File: config.mk
export PLATFORM = sky130hd
export DESIGN_NAME = miss_ctrl_flat
export DESIGN_NICKNAME = d
export VERILOG_FILES = /design/src/rtl/cache_pkg.sv /design/src/rtl/miss_ctrl_if.sv /design/src/rtl/line_beat_ctr.sv /design/src/rtl/miss_ctrl.sv /design/src/flat_wrapper.sv
export SDC_FILE = /design/constraint.sdc
export NUM_CORES = 1
export LEC_CHECK = 0
export CELL_PAD_IN_SITES_DETAIL_PLACEMENT = 0
export CELL_PAD_IN_SITES_GLOBAL_PLACEMENT = 1
export CORE_MARGIN = 4
export CORE_UTILIZATION = 25
export DETAILED_ROUTE_END_ITERATION = 12
export GPL_TIMING_DRIVEN = 0
export PLACE_DENSITY = 0.84
export SYNTH_ARGS = -nofsm -noshare
export SYNTH_HDL_FRONTEND = slang
export SYNTH_SLANG_ARGS = --single-unit
File: constraint.sdc
create_clock -name clk -period 2.46 [get_ports clk]
set_input_delay 0.369 -clock clk [delete_from_list [all_inputs] [get_ports clk]]
set_output_delay 0.369 -clock clk [all_outputs]
set_load 0.03 [all_outputs]
File: src/rtl/cache_pkg.sv
// Shared definitions for the L1 miss path: miss FSM states and line geometry.
package cache_pkg;

  localparam int unsigned LINE_BEATS = 4;
  localparam int unsigned BEAT_W     = $clog2(LINE_BEATS);
  localparam int unsigned WAY_W      = 4;

  typedef enum logic [2:0] {
    ST_IDLE,
    ST_WB_REQ,
    ST_WB_DATA,
    ST_FILL_REQ,
    ST_FILL_DATA,
    ST_COMMIT
  } miss_state_e;

endpackage

File: src/rtl/miss_ctrl_if.sv
// Memory-side command / writeback / fill bus of the L1 miss handler.
interface miss_ctrl_if #(
  parameter int unsigned ADDR_W = 26,
  parameter int unsigned DATA_W = 32
);

  logic              mem_req;
  logic              mem_we;
  logic [ADDR_W-1:0] mem_addr;
  logic              mem_gnt;
  logic [DATA_W-1:0] mem_wdata;
  logic              mem_wvalid;
  logic              mem_wready;
  logic [DATA_W-1:0] mem_rdata;
  logic              mem_rvalid;

  modport master (
    output mem_req, mem_we, mem_addr, mem_wdata, mem_wvalid,
    input  mem_gnt, mem_wready, mem_rdata, mem_rvalid
  );

  modport slave (
    input  mem_req, mem_we, mem_addr, mem_wdata, mem_wvalid,
    output mem_gnt, mem_wready, mem_rdata, mem_rvalid
  );

endinterface

File: src/rtl/line_beat_ctr.sv
// Beat counter shared by the writeback and fill transfers of one cache line.
module line_beat_ctr #(
  parameter int unsigned BEATS = 4
) (
  input  logic                     clk,
  input  logic                     rst_n,
  input  logic                     clr_i,
  input  logic                     inc_i,
  output logic [$clog2(BEATS)-1:0] cnt_o,
  output logic                     last_o
);

  localparam int unsigned CW = $clog2(BEATS);

  logic [CW-1:0] cnt_q;

  // BEATS is a power of two, so the natural wrap lands on 0
  always_ff @(posedge clk or negedge rst_n) begin
    if (!rst_n) begin
      cnt_q <= '0;
    end else if (clr_i) begin
      cnt_q <= '0;
    end else if (inc_i) begin
      cnt_q <= cnt_q + CW'(1);
    end
  end

  assign cnt_o  = cnt_q;
  assign last_o = (cnt_q == CW'(BEATS - 1));

endmodule

File: src/rtl/miss_ctrl.sv
// L1 miss handler: optional dirty-victim writeback, line fill, then tag/valid commit.
module miss_ctrl
  import cache_pkg::*;
#(
  parameter int unsigned TAG_W  = 14,
  parameter int unsigned IDX_W  = 12,
  parameter int unsigned DATA_W = 32,
  parameter int unsigned BEATS  = LINE_BEATS
) (
  input  logic                     clk,
  input  logic                     rst_n,
  input  logic                     pe_access_d,
  input  logic [TAG_W-1:0]         pe_tag_d,
  input  logic [IDX_W-1:0]         pe_index_d,
  input  logic                     way_is_selected_d,
  input  logic                     req_clean_d,
  input  logic [WAY_W-1:0]         fill_or_victim_way_d,
  input  logic [TAG_W-1:0]         victim_tag_d,
  output logic                     pe_stall,
  miss_ctrl_if.master              mem_bus,
  output logic [WAY_W-1:0]         arr_way,
  output logic [IDX_W-1:0]         arr_index,
  output logic [$clog2(BEATS)-1:0] arr_beat,
  input  logic [DATA_W-1:0]        arr_rdata,
  output logic                     arr_we,
  output logic [DATA_W-1:0]        arr_wdata,
  output logic                     tag_we,
  output logic [TAG_W-1:0]         tag_wdata,
  output logic                     val_set,
  output logic                     val_clr,
  output logic                     mod_clr,
  output logic                     fill_done
);

  localparam int unsigned BW = $clog2(BEATS);

  miss_state_e      state_q;
  logic [TAG_W-1:0] tag_q;
  logic [TAG_W-1:0] vtag_q;
  logic [IDX_W-1:0] idx_q;
  logic [WAY_W-1:0] way_q;
  logic             val_clr_q;

  logic          miss_c;
  logic          busy_c;
  logic          in_wb_data_c;
  logic          in_fill_data_c;
  logic          ctr_clr_c;
  logic          ctr_inc_c;
  logic [BW-1:0] beat_cnt;
  logic          beat_last;

  assign busy_c         = (state_q != ST_IDLE);
  assign miss_c         = !busy_c && pe_access_d && !way_is_selected_d;
  assign in_wb_data_c   = (state_q == ST_WB_DATA);
  assign in_fill_data_c = (state_q == ST_FILL_DATA);
  assign ctr_clr_c      = ((state_q == ST_WB_REQ) || (state_q == ST_FILL_REQ)) && mem_bus.mem_gnt;
  assign ctr_inc_c      = (in_wb_data_c && mem_bus.mem_wready) ||
                          (in_fill_data_c && mem_bus.mem_rvalid);

  line_beat_ctr #(.BEATS(BEATS)) u_beat_ctr (
    .clk    (clk),
    .rst_n  (rst_n),
    .clr_i  (ctr_clr_c),
    .inc_i  (ctr_inc_c),
    .cnt_o  (beat_cnt),
    .last_o (beat_last)
  );

  // Miss sequencer; val_clr_q marks the first FILL_REQ cycle only
  always_ff @(posedge clk or negedge rst_n) begin
    if (!rst_n) begin
      state_q   <= ST_IDLE;
      tag_q     <= '0;
      vtag_q    <= '0;
      idx_q     <= '0;
      way_q     <= '0;
      val_clr_q <= 1'b0;
    end else begin
      val_clr_q <= 1'b0;
      case (state_q)
        ST_IDLE: begin
          if (miss_c) begin
            tag_q  <= pe_tag_d;
            vtag_q <= victim_tag_d;
            idx_q  <= pe_index_d;
            way_q  <= fill_or_victim_way_d;
            if (req_clean_d) begin
              state_q   <= ST_FILL_REQ;
              val_clr_q <= 1'b1;
            end else begin
              state_q <= ST_WB_REQ;
            end
          end
        end
        ST_WB_REQ: begin
          if (mem_bus.mem_gnt) state_q <= ST_WB_DATA;
        end
        ST_WB_DATA: begin
          if (mem_bus.mem_wready && beat_last) begin
            state_q   <= ST_FILL_REQ;
            val_clr_q <= 1'b1;
          end
        end
        ST_FILL_REQ: begin
          if (mem_bus.mem_gnt) state_q <= ST_FILL_DATA;
        end
        ST_FILL_DATA: begin
          if (mem_bus.mem_rvalid && beat_last) state_q <= ST_COMMIT;
        end
        ST_COMMIT: state_q <= ST_IDLE;
        default:   state_q <= ST_IDLE;
      endcase
    end
  end

  assign pe_stall = busy_c || miss_c;

  assign mem_bus.mem_req    = (state_q == ST_WB_REQ) || (state_q == ST_FILL_REQ);
  assign mem_bus.mem_we     = (state_q == ST_WB_REQ);
  assign mem_bus.mem_addr   = (state_q == ST_WB_REQ)   ? {vtag_q, idx_q} :
                              (state_q == ST_FILL_REQ) ? {tag_q, idx_q}  : '0;
  assign mem_bus.mem_wvalid = in_wb_data_c;
  assign mem_bus.mem_wdata  = in_wb_data_c ? arr_rdata : '0;

  assign arr_way   = busy_c ? way_q : '0;
  assign arr_index = busy_c ? idx_q : '0;
  assign arr_beat  = (in_wb_data_c || in_fill_data_c) ? beat_cnt : '0;
  assign arr_we    = in_fill_data_c && mem_bus.mem_rvalid;
  assign arr_wdata = arr_we ? mem_bus.mem_rdata : '0;

  assign tag_we    = (state_q == ST_COMMIT);
  assign tag_wdata = tag_we ? tag_q : '0;
  assign val_set   = tag_we;
  assign mod_clr   = tag_we;
  assign fill_done = tag_we;
  assign val_clr   = val_clr_q;

endmodule
File: src/flat_wrapper.sv
// flat-port wrapper written by rule: the top's interface ports become plain ports
module miss_ctrl_flat import cache_pkg::*;
#(
  parameter int unsigned TAG_W  = 14,
  parameter int unsigned IDX_W  = 12,
  parameter int unsigned DATA_W = 32,
  parameter int unsigned BEATS  = LINE_BEATS
)
  (clk, rst_n, pe_access_d, pe_tag_d, pe_index_d, way_is_selected_d, req_clean_d, fill_or_victim_way_d, victim_tag_d, pe_stall, arr_way, arr_index, arr_beat, arr_rdata, arr_we, arr_wdata, tag_we, tag_wdata, val_set, val_clr, mod_clr, fill_done, mem_bus_mem_req, mem_bus_mem_we, mem_bus_mem_addr, mem_bus_mem_wdata, mem_bus_mem_wvalid, mem_bus_mem_gnt, mem_bus_mem_wready, mem_bus_mem_rdata, mem_bus_mem_rvalid);
  miss_ctrl_if #(.DATA_W(DATA_W)) mem_bus_i ();
  input  logic clk;
  input  logic rst_n;
  input  logic pe_access_d;
  input  logic [TAG_W-1:0] pe_tag_d;
  input  logic [IDX_W-1:0] pe_index_d;
  input  logic way_is_selected_d;
  input  logic req_clean_d;
  input  logic [WAY_W-1:0] fill_or_victim_way_d;
  input  logic [TAG_W-1:0] victim_tag_d;
  output logic pe_stall;
  output logic [WAY_W-1:0] arr_way;
  output logic [IDX_W-1:0] arr_index;
  output logic [$clog2(BEATS)-1:0] arr_beat;
  input  logic [DATA_W-1:0] arr_rdata;
  output logic arr_we;
  output logic [DATA_W-1:0] arr_wdata;
  output logic tag_we;
  output logic [TAG_W-1:0] tag_wdata;
  output logic val_set;
  output logic val_clr;
  output logic mod_clr;
  output logic fill_done;
  output wire logic [$bits(mem_bus_i.mem_req)-1:0] mem_bus_mem_req;
  output wire logic [$bits(mem_bus_i.mem_we)-1:0] mem_bus_mem_we;
  output wire logic [$bits(mem_bus_i.mem_addr)-1:0] mem_bus_mem_addr;
  output wire logic [$bits(mem_bus_i.mem_wdata)-1:0] mem_bus_mem_wdata;
  output wire logic [$bits(mem_bus_i.mem_wvalid)-1:0] mem_bus_mem_wvalid;
  input wire logic [$bits(mem_bus_i.mem_gnt)-1:0] mem_bus_mem_gnt;
  input wire logic [$bits(mem_bus_i.mem_wready)-1:0] mem_bus_mem_wready;
  input wire logic [$bits(mem_bus_i.mem_rdata)-1:0] mem_bus_mem_rdata;
  input wire logic [$bits(mem_bus_i.mem_rvalid)-1:0] mem_bus_mem_rvalid;
  assign mem_bus_mem_req = mem_bus_i.mem_req;
  assign mem_bus_mem_we = mem_bus_i.mem_we;
  assign mem_bus_mem_addr = mem_bus_i.mem_addr;
  assign mem_bus_mem_wdata = mem_bus_i.mem_wdata;
  assign mem_bus_mem_wvalid = mem_bus_i.mem_wvalid;
  assign mem_bus_i.mem_gnt = mem_bus_mem_gnt;
  assign mem_bus_i.mem_wready = mem_bus_mem_wready;
  assign mem_bus_i.mem_rdata = mem_bus_mem_rdata;
  assign mem_bus_i.mem_rvalid = mem_bus_mem_rvalid;
  miss_ctrl #(.TAG_W(TAG_W), .IDX_W(IDX_W), .DATA_W(DATA_W), .BEATS(BEATS)) u_core (.clk(clk), .rst_n(rst_n), .pe_access_d(pe_access_d), .pe_tag_d(pe_tag_d), .pe_index_d(pe_index_d), .way_is_selected_d(way_is_selected_d), .req_clean_d(req_clean_d), .fill_or_victim_way_d(fill_or_victim_way_d), .victim_tag_d(victim_tag_d), .pe_stall(pe_stall), .mem_bus(mem_bus_i), .arr_way(arr_way), .arr_index(arr_index), .arr_beat(arr_beat), .arr_rdata(arr_rdata), .arr_we(arr_we), .arr_wdata(arr_wdata), .tag_we(tag_we), .tag_wdata(tag_wdata), .val_set(val_set), .val_clr(val_clr), .mod_clr(mod_clr), .fill_done(fill_done));
endmodule
Yosys cells after proc, flatten, opt, wreduce, memory -nomap -nowiden. Cells that the tools add are included.

Register bits: 50. Bits in latches: 0. Memory bits (writable): 0. Bits in read-only memories: 0. Bits of input ports: 116. Output and inout port bits: 132. Logic and storage cells: 58. Memories: 0.

Add/sub/neg operators: 1. $mul: 0. Divide/modulo/power cells: 0. Magnitude comparators: 0. Eq/ne operators: 11. Shift-type cells: 0. Mux-type cells: 21. Bitwise gates (word level): 0. Reduce and logical (&&, ||, !) cells: 18.

Operators with widths (number): $mux W32 (2); $mux W26 (2); $mux W3 (5); $pmux W3 S5 (1); $mux W14 (1); $mux W12 (1); $mux W2 (4); $logic_and A1 B1 Y1 (7); $eq A3 B2 Y1 const B (2); $eq A3 B3 Y1 const B (2); $ne A2 B2 Y1 const B (3); $reduce_and A5 Y1 (1); $logic_or A1 B1 Y1 (4); $mux W4 (1); $ne A2 B1 Y1 const B (2); $eq A3 B1 Y1 const B (1); $logic_not A3 Y1 (1); $mux W1 (3); $reduce_bool A3 Y1 (1); $add A2 B1 Y2 const B (1); $eq A2 B2 Y1 const B (1); $logic_not A1 Y1 (2); $pmux W1 S2 (1); $reduce_and A2 Y1 (1); $reduce_bool A2 Y1 (1).

Depth between registers and ports, before layout. Gate-level depths: netlist of run 1.

Word-level depth: 6. Gate-level depth with buffers: 6.

Cells and area by module. Synthesis of run 1 repeated with hierarchy kept, for this count alone.

Cell total of the unflattened synthesis: 288. Area total of the unflattened synthesis: 3183.1 um^2.

By module, submodules not included: miss_ctrl (instances 1, cells an instance 281, area an instance 3094.2 um^2, seq. area each 1201.2 um^2); line_beat_ctr (instances 1, cells an instance 7, area an instance 88.8 um^2, seq. area each 50.0 um^2).

Worst setup path after synthesis of run 1. Ideal clock, no wire load.

Path type: register to output. From: register u_core.state_q[2]. To: output port mem_bus_mem_addr[10]. Arrival: 1.701 ns. Data required time: 2.091 ns. Setup slack: 0.390 ns. Stages on the path, launching flop included: 7. Path through: dfrtp_1 buf_2 nand2b_1 clkbuf_1 inv_2 clkbuf_1 and2_1.

Longest elaborated chain between the ends: 3.

RTL lines: from (decl) (RTL line miss_ctrl.sv:37) `miss_state_e state_q;`; from (signal assigned) (RTL line miss_ctrl.sv:73) `state_q <= ST_IDLE;`; from (signal assigned) (RTL line miss_ctrl.sv:89) `state_q <= ST_FILL_REQ;`; from (signal assigned) (RTL line miss_ctrl.sv:92) `state_q <= ST_WB_REQ;`; $eq A3 B2 Y1 (RTL line miss_ctrl.sv:122) `(state_q == ST_FILL_REQ) ? {tag_q, idx_q} : '0;`; $mux W26 (RTL line miss_ctrl.sv:122); $mux W26 (*) (RTL line miss_ctrl.sv:121) `assign mem_bus.mem_addr = (state_q == ST_WB_REQ) ? {vtag_q, idx_q} :`; to (decl) (RTL line flat_wrapper.sv:35) `output wire logic [$bits(mem_bus_i.mem_addr)-1:0] mem_bus_mem_addr;`.

Mark *: on every way between the ends. The rest lies on a longest branch, timed or not.

Worst setup path after layout of run 1.
From: register u_core.state_q[0]. To: output port mem_bus_mem_wdata[1].

Longest elaborated chain between the ends: 2.

RTL lines: $eq A3 B2 Y1 (RTL line miss_ctrl.sv:55) `assign in_wb_data_c = (state_q == ST_WB_DATA);`; $mux W32 (RTL line miss_ctrl.sv:124) `assign mem_bus.mem_wdata = in_wb_data_c ? arr_rdata : '0;`; to (decl) (RTL line flat_wrapper.sv:36) `output wire logic [$bits(mem_bus_i.mem_wdata)-1:0] mem_bus_mem_wdata;`.

No other way between the ends.

==> results of run 1 <==
==> final cells by class <==
cell class / instances / share of cell area [%]
plain buffers: 23 / 2.93
clock buffers: 6 / 2.20
multi-input cells: 212 / 30.2
well taps: 168 / 3.59
repair buffers: 251 / 39.3
flip-flops and latches: 50 / 21.4
inverters: 4 / 0.256
clock inverters: 1 / 0.128
==> critical path, cell delays in order (launching register included) <==
cell and delay, ns:
dfrtp_1 0.41, buf_4 0.19, nor3b_4 0.17, buf_4 0.18, and2_1 0.13, clkdlybuf4s50_1 0.67
==> power by group through the flow <==
stage          registers [mW]  logic [mW]  clock network (mW)
2_1_floorplan            1.41        3.06                   0
3_3_place_gp             1.50        4.87                   0
3_5_place_dp             1.51        4.91                   0
4_1_cts                  1.51        4.72               0.693
5_1_grt                  1.57        4.91               0.720
6_report                 1.51        4.61               0.669
==> sequential cells by signal, summed over array words and instances, names as in the netlist <==
name                     flops
u_core.way_q                 4
u_core.tag_q                14
u_core.state_q               3
u_core.val_clr               1
u_core.vtag_q               14
u_core.idx_q                12
u_core.u_beat_ctr.cnt_o      2
==> cell families after synthesis <==
kind of cell | share of synthesized area, %
buffers and inverters | 5.38
flip-flops | 39.5
multiplexers | 25.7
AND/OR/NAND/NOR | 26.4
XOR/XNOR | 0.553
adder cells (fa/ha/maj) | 0.395
AO/OA/AOI/OAI | 1.98
==> layer usage <==
metal | vias to the layer above | part of all wire (%)
met5 | - | 0
li1 | 1448 | -
met3 | 14 | 8.5
met2 | 143 | 52
met4 | 0 | 1.4
met1 | 1416 | 38
==> layout by cell type (no fill, tap or decap) <==
master / count
clkbuf_16: 5
inv_1: 2
nand2_1: 3
dfrtp_1: 50
nand3_1: 1
clkdlybuf4s50_1: 119
buf_12: 1
clkdlybuf4s15_1: 7
clkbuf_1: 2
buf_4: 8
nor3b_4: 2
and4bb_2: 1
and2_1: 93
clkbuf_4: 3
nand2b_4: 1
mux2_4: 39
o21ai_0: 3
inv_2: 2
nor3_4: 1
nor2b_1: 12
clkinvlp_4: 1
mux2i_1: 15
ha_1: 1
buf_2: 3
a21o_1: 1
clkbuf_2: 50
o221ai_1: 1
nand3b_1: 1
nor2_1: 17
mux2_2: 7
a21oi_1: 5
a31oi_1: 1
buf_6: 6
dlygate4sd2_1: 42
and2b_1: 5
clkdlybuf4s15_2: 17
dlymetal6s2s_1: 17
xnor2_1: 1
xor2_1: 1
==> path summary, 6_finish.rpt <==
check,endpoint,slack (ns),cells past startpoint
max,mem_bus_mem_wdata[1],0.06,5
min,u_core.tag_q[8],0.05,1
max reg2reg,u_core.tag_q[6],0.78,6
min reg2reg,u_core.vtag_q[10],0.51,1
max in group asynchronous,u_core.way_q[3],1.85,2
min in group clk,u_core.vtag_q[10],0.51,1
==> stage by stage <==
| step | hold slack, ns | setup TNS (ns) |
|---|---|---|
| after floorplan | 0.0734 | 0 |
| after global placement | 0.487 | -41.47 |
| after detailed placement | 0.370 | -20.90 |
| after CTS | 0.0567 | 0 |
| after global routing | 0.0836 | -0.00772 |
| final | 0.0517 | 0 |
==> timing repair <==
item	in CTS	in global routing
setup buffers	3	0
endpoints found under the setup margin	124	85
pin swaps	2	0
resized for setup	172	104
==> reports/qor.txt, run 1 <==
Register area = 1250 um2
Initial Utilization = 25.9%
Hold_buf cts = 0
PwrDens = 1160 nW/um2
Syn avg cell area = 10.9 um2
Clock sink count = 50
Remaining antenna violation count = 0
Row count = 40
Core area = 12200 um2
Share of cells above drive strength 1 = 26.9%
PortBufs = 247
CTS buffer count = 5
Synth Instances = 290
GR peak layer = met2
Design Area, Final = 5850 um2
Final hold vios = 0
RD Place Congestion = 0.768
Pre-CTS WS = -0.351 ns
Hold Crit Class = in -> async
Post-synthesis sequential element count = 50
Final min period = 2.40 ns
Met2 usage = 29.8%
Reg power frac = 22.3%
Syn. warnings = 0
Clk_lat worst skew = 0.29 ns
CP startpoint = u_core.state_q[0]
Most frequent cell after synthesis = and2_1
Async SR Flop Fraction = 100%
Post-Syn Nets = 407
Final cell count without fillers = 715
Multi-input logic area = 1770 um2
Critical Path Sink Type = output pin
Syn-to-layout area delta = 84.9%
Psw = 3.14 mW
Wire length per cell = 17.0 um
Starting DRT DRC Count = 52
Clock buffer depth = 2
Post-synth cell types = 30
Final setup fails = 0
Met1 usage = 18.2%
Sequential share of the synthesized area = 39.5%
Final Total Pwr = 6.79 mW
H-tree Lvls = 2
Rel. slew slack = 65.4%
Largest net degree at the start of global routing = 31
Fmax = 0.417 GHz
WP data required = 2.09 ns
CTS clock-pin slew for the worst setup and hold paths = 0.07 ns
M3 GR Usage = 4.26%
Max-cap violations = 0
Overflow after GRT = 0
Most used DFF post-synth = dfrtp_1
Nets = 664
Critical Path Source Type = flop
Vias per cell = 4.23
Setup ws final = 0.0599 ns
EDFF count, synth = 0
Placed Area = 5860 um2
Dpl cells = 706
Cell Int Power = 3.65 mW
Switching share of power = 46.2%
Slew at the pin with the worst max-slew slack = 0.519 ns
Die Ht = 121 um
Antenna violations before repair = 0
Status = finished, final reports clean
Slew Viols, Final = 0
Post-synthesis cell area = 3170 um2
CP arrival = 2.03 ns
Crit Path Category = reg -> out
First-pass detailed-route iteration total = 4
Fill cells = 1208
Worst R2R Start = u_core.state_q[2]
Die width = 121 um
Clock Skew = 0.00561 ns
Drt total wl = 12.2 mm
Top post-synthesis cells by area = dfrtp_1 40%, mux2_4 18%, and2_1 18%
DRC = 0
Comb pwr share = 67.9%
First-pass GRT wire length = 18.5 mm
Worst vdd ir = 0.570 mV
Die area = 14500 um2
Ports = 248
Commonest cells post-synth = 93 x and2_1, 50 x dfrtp_1, 39 x mux2_4
Leak = 3.11 nW
Dominant cell type by area after synthesis = dfrtp_1
Clock group share of total power = 9.9%
Antenna diode count = 0
CTS tree = yes
Synth top area share = 39.5%
Vias post-DR = 3021
Crit share post-route = 97.6%
Fin util = 47.9%
Vias in the first global route = 3256
Clock Tree Root = clkbuf_16
RSZ-0062 raised after global routing = yes
DPL Wire Length = 9.91 mm
Worst-path fanout max = 10
Tot GR Track Use = 16.0%
No activity file was read; power rests on OpenSTA's default activity.
==> run 2, diff against run 1 <==
- PLACE_DENSITY: 0.84 -> 0.86
==> run 2 against run 1 <==
Sequential power hardly changed. Power is 0.78% higher. Count of clock-buffer cells in the layout grew 1. Core utilization grew 0.69 points. Hold slack improved by 0.043 ns. Cell area grew 1.4%. Global-route usage is 0.50 points lower. Critical path type unchanged.
==> reports/qor.txt, run 2 (synthesis gave the netlist of run 1 again) <==
Fmax = 0.424 GHz
Vias in the first global route = 3207
CP arrival = 1.99 ns
Remaining antenna violation count = 0
First-pass GRT wire length = 17.8 mm
Nets = 665
Antenna violations before repair = 0
Status = finished, final reports clean
Leak = 3.16 nW
Hold_buf cts = 0
Rel. slew slack = 57.6%
Starting DRT DRC Count = 47
Crit Path Category = reg -> out
Reg2reg end = u_core.tag_q[9]
Largest registers = u_core.tag_q (14), u_core.vtag_q (14), u_core.idx_q (12)
CTS clock-pin slew for the worst setup and hold paths = 0.07 ns
Syn-to-layout area delta = 87.6%
CP Cell Sequence = buf_2 -> nand2b_2 -> nor2_1 -> clkdlybuf4s50_1
Wire length per cell = 16.6 um
First-pass detailed-route iteration total = 4
Worst-path fanout max = 10
Largest net degree at the start of global routing = 27
Initial Utilization = 25.9%
Clock sink count = 50
Flop2flop setup slack = 0.68 ns
Clock Skew = 0.00470 ns
Critical Path Sink Type = output pin
Psw = 3.12 mW
WP data required = 2.09 ns
Final hold vios = 0
Share of cells above drive strength 1 = 26.6%
Critical Path Source Type = flop
Clock buffer depth = 2
Commonest non-fill, non-tap cells in the layout = 120 x clkdlybuf4s50_1, 93 x and2_1, 50 x dfrtp_1
Final setup fails = 0
Cell Int Power = 3.72 mW
CTS tree = yes
RSZ-0062 raised after global routing = no
Drt total wl = 11.9 mm
Design Area, Final = 5940 um2
Die area = 14500 um2
Overflow after GRT = 0
Crit share post-route = 96.0%
Ports = 248
Worst path slowest cell = clkdlybuf4s50_1
PwrDens = 1150 nW/um2
Hold slack final = 0.0949 ns
Vias per cell = 4.19
Comb pwr share = 67.6%
Vias post-DR = 3006
PortBufs = 247
R2R depth = 7
Final min period = 2.36 ns
Reg power frac = 22.0%
Die width = 121 um
Worst vdd ir = 0.704 mV
Hold Crit Class = in -> async
Max-cap violations = 0
Row count = 40
Tot GR Track Use = 15.5%
Placed Area = 5860 um2
Clock group share of total power = 10.4%
DRC = 0
Core area = 12200 um2
Antenna diode count = 0
RD Place Congestion = 0.747
DPL Wire Length = 9.74 mm
Slowest stage delay, CP = 0.68 ns
Most common cell after layout, fill and taps aside = clkdlybuf4s50_1
Die Ht = 121 um
H-tree Lvls = 2
Switching share of power = 45.6%
Clk_lat worst skew = 0.29 ns
Worst R2R Start = u_core.state_q[2]
Clock Tree Root = clkbuf_16
CTS buffer count = 5
Slew Viols, Final = 0
Slew at the pin with the worst max-slew slack = 0.635 ns
-- run 2: cell count changes in the layout (fill, tap and decap cells not counted), moves of 2 or more --
| cell | before | now |
|---|---|---|
| dlygate4sd2_1 | 42 | 49 |
| buf_4 | 8 | 10 |
| clkbuf_2 | 50 | 38 |
| clkdlybuf4s15_2 | 17 | 25 |
| clkdlybuf4s15_1 | 7 | 2 |
-- run 2: final cells by class --
class	instances	area, um2
Inverter	4	15.0
Buffer	22	170
Multi-Input combinational cell	212	1760
Clock buffer	7	143
Timing Repair Buffer	253	2380
Sequential cell	50	1250
Tap cell	168	210
Fill cell	1192	6270
Clock inverter	1	5.00
-- run 2: power by group through the flow --
stage	sequential, mW	combinational, mW	clock, mW
after detailed placement	1.52	4.89	0
after CTS	1.51	4.74	0.731
final	1.50	4.62	0.710
after floorplan	1.41	3.06	0
after global placement	1.50	4.83	0
after global routing	1.55	4.93	0.758
-- run 2: routing by layer --
| layer | track usage [%] | vias up | routed length, um |
|---|---|---|---|
| li1 | - | 1446 | - |
| met3 | 5.38 | 14 | 1160 |
| met2 | 29.0 | 141 | 6240 |
| met1 | 16.4 | 1405 | 4310 |
| met4 | 4.53 | 0 | 172 |
| met5 | 0 | - | 0 |
-- run 2: what timing repair did --
item,CTS,global route
setup buffers,5,0
endpoints found under the hold margin,0,0
pin swaps,2,0
setup endpoints to repair,124,98
resized for setup,179,86
-- run 2: worst max path at each step --
stage	startpoint	endpoint	depth (start not counted)
floorplan	u_core.state_q[2]	mem_bus_mem_addr[10]	6
global placement	rst_n	u_core.idx_q[11]	1
detailed placement	mem_bus_mem_rvalid	arr_wdata[25]	5
CTS	u_core.state_q[0]	arr_wdata[5]	5
global route	u_core.state_q[2]	mem_bus_mem_addr[11]	6
finish	u_core.state_q[2]	mem_bus_mem_addr[14]	4
-- run 2: worst max-delay path: cells and delay by family (launching register included) --
| kind | cells | cell delay [ns] |
|---|---|---|
| flip-flops | 1 | 0.35 |
| AND/OR/NAND/NOR | 2 | 0.47 |
| buffers and inverters | 2 | 0.87 |
-- run 2: per-stage QoR --
step / total power, mW / worst slack (ns) / std cells / util (%) / TNS (ns)
after global routing: 7.24 / 0.00156 / 717 / 48.6 / 0
after CTS: 6.98 / 0.00446 / 718 / 49.3 / 0
final: 6.84 / 0.0988 / 717 / 48.6 / 0
after floorplan: 4.48 / 0.390 / 290 / - / 0
after global placement: 6.33 / -0.492 / 705 / 47.9 / -41.08
after detailed placement: 6.41 / -0.306 / 706 / 48.0 / -19.53
==> run 3, diff against run 2 <==
- CORE_UTILIZATION: 25 -> 21
- PLACE_DENSITY: 0.86 -> 0.78
- clock period: 2.46 -> 2 ns (I/O delays scaled with it)
==> run 3 against run 2 <==
The run now ends with setup timing left. Non-clock buffer count increased by 19. Critical path type unchanged. Clock power increased by 27%. Worst setup slack got worse by 0.16 ns. Via count increased by 2.2%. Core utilization decreased by 6.0 points.
==> reports/qor.txt, run 3 (synthesis gave the netlist of run 1 again) <==
Final min period = 2.06 ns
Status = complete, but fails checks
Antenna violations before repair = 0
Fmax = 0.485 GHz
Crit Path Category = reg -> out
Overflow after GRT = 0
Dpl cells = 722
Remaining antenna violation count = 0
Setup ws final = -0.0623 ns
Share of cells above drive strength 1 = 47.5%
Crit share post-route = 103%
Die width = 131 um
Top delay family on crit path = simple AND/OR/NAND/NOR gates
Wire length per cell = 17.0 um
Ports = 248
PortBufs = 247
Starting DRT DRC Count = 44
Failing checks = setup timing
Final cell count without fillers = 752
CP bufs+invs = 4
Cell Int Power = 4.79 mW
First-pass detailed-route iteration total = 4
Slew Viols, Final = 0
Clk_lat worst skew = 0.29 ns
First-pass GRT wire length = 18.1 mm
Placed Area = 5880 um2
Worst vdd ir = 0.805 mV
Reg2reg end = u_core.tag_q[9]
RD Place Congestion = 0.750
Critical Path Source Type = flop
Core area = 14600 um2
Design Area, Final = 6250 um2
Slew at the pin with the worst max-slew slack = 0.488 ns
WP data required = 1.70 ns
DPL Wire Length = 10.0 mm
Max-cap violations = 0
Hold slack final = 0.506 ns
Flop2flop setup slack = 0.27 ns
Worst path slowest cell = and4bb_4
Largest net degree at the start of global routing = 32
Rel. slew slack = 67.5%
Initial Utilization = 21.6%
DRC = 0
Pre-CTS WS = -0.766 ns
CTS buffer count = 5
Clock Tree Root = clkbuf_16
Comb pwr share = 68.8%
PwrDens = 1410 nW/um2
Fin util = 42.7%
Die Ht = 131 um
Nets = 684
RSZ-0062 raised after global routing = yes
Row count = 44
CTS clock-pin slew for the worst setup and hold paths = 0.07 ns
Final setup fails = 16
Vias per cell = 4.08
Vias in the first global route = 3238
Die area = 17100 um2
CP Cell Sequence = buf_6 -> and4bb_4 -> buf_6 -> buf_8 -> and2_4 -> buf_6
CTS tree = yes
Top cell by count, worst path = buf_6
Setup crit end = arr_wdata[19]
Vias post-DR = 3071
Hold Crit Class = in -> async
R2R depth = 7
Number of cells on the critical path = 6
Slowest stage delay, CP = 0.45 ns
Most common cell after layout, fill and taps aside = clkdlybuf4s50_1
Clock group share of total power = 10.2%
Final hold vios = 0
Worst R2R Start = u_core.state_q[2]
Syn-to-layout area delta = 97.4%
Switching share of power = 45.6%
Clock Skew = 0.00636 ns
CP startpoint = u_core.state_q[1]
Worst-path fanout max = 8
Antenna diode count = 0
CP arrival = 1.76 ns
Psw = 4.01 mW
Commonest non-fill, non-tap cells in the layout = 115 x clkdlybuf4s50_1, 66 x buf_6, 56 x and2_1
Tot GR Track Use = 13.7%
Leak = 3.13 nW
Reg power frac = 20.9%
Largest registers = u_core.tag_q (14), u_core.vtag_q (14), u_core.idx_q (12)
Clock buffer depth = 2
H-tree Lvls = 2
Clock sink count = 50
Critical Path Sink Type = output pin
Drt total wl = 12.8 mm
-- run 3: worst min path at each step --
stage	end	cells after the start	from
CTS	u_core.tag_q[8]	2	rst_n
finish	u_core.vtag_q[7]	2	rst_n
floorplan	u_core.idx_q[0]	0	rst_n
global route	u_core.vtag_q[10]	1	u_core.vtag_q[10]
detailed placement	u_core.tag_q[8]	1	rst_n
global placement	u_core.way_q[3]	1	u_core.way_q[3]
-- run 3: power by group through the flow --
| stage | registers [mW] | logic [mW] | clock network [mW] |
|---|---|---|---|
| after floorplan | 1.74 | 3.77 | 0 |
| after CTS | 1.84 | 6.08 | 0.926 |
| after global routing | 1.91 | 6.46 | 0.968 |
| final | 1.84 | 6.06 | 0.899 |
| after global placement | 1.84 | 6.04 | 0 |
| after detailed placement | 1.85 | 6.08 | 0 |
-- run 3: what timing repair did --
item / CTS / global route
endpoints found under the setup margin: 131 / 118
setup buffers: 17 / 4
cloned: 3 / 1
hold buffers: 1 / 0
resized for setup: 695 / 147
endpoints found under the hold margin: 19 / 0
pin swaps: 23 / 10
-- run 3: through the flow --
stage	power [mW]	setup TNS (ns)
after global placement	7.88	-108.78
after detailed placement	7.94	-67.26
after floorplan	5.51	0
after CTS	8.85	-1.71
final	8.80	-0.697
after global routing	9.34	-1.92
-- run 3: per-layer routing --
layer  vias up  share of wire, %  global-route usage [%]
li1       1489                 -                       -
met4         0              0.53                    2.24
met5         -                 0                       0
met1      1430                38                    15.5
met2       146                53                    26.4
met3         6               8.4                    3.29
-- run 3: cell type report --
cell class / instances / area (um2)
Fill cell: 1444 / 8400
Tap cell: 184 / 230
Inverter: 4 / 17.5
Sequential cell: 50 / 1250
Clock inverter: 2 / 16.3
Timing Repair Buffer: 273 / 2480
Buffer: 21 / 244
Multi-Input combinational cell: 212 / 1870
Clock buffer: 6 / 139
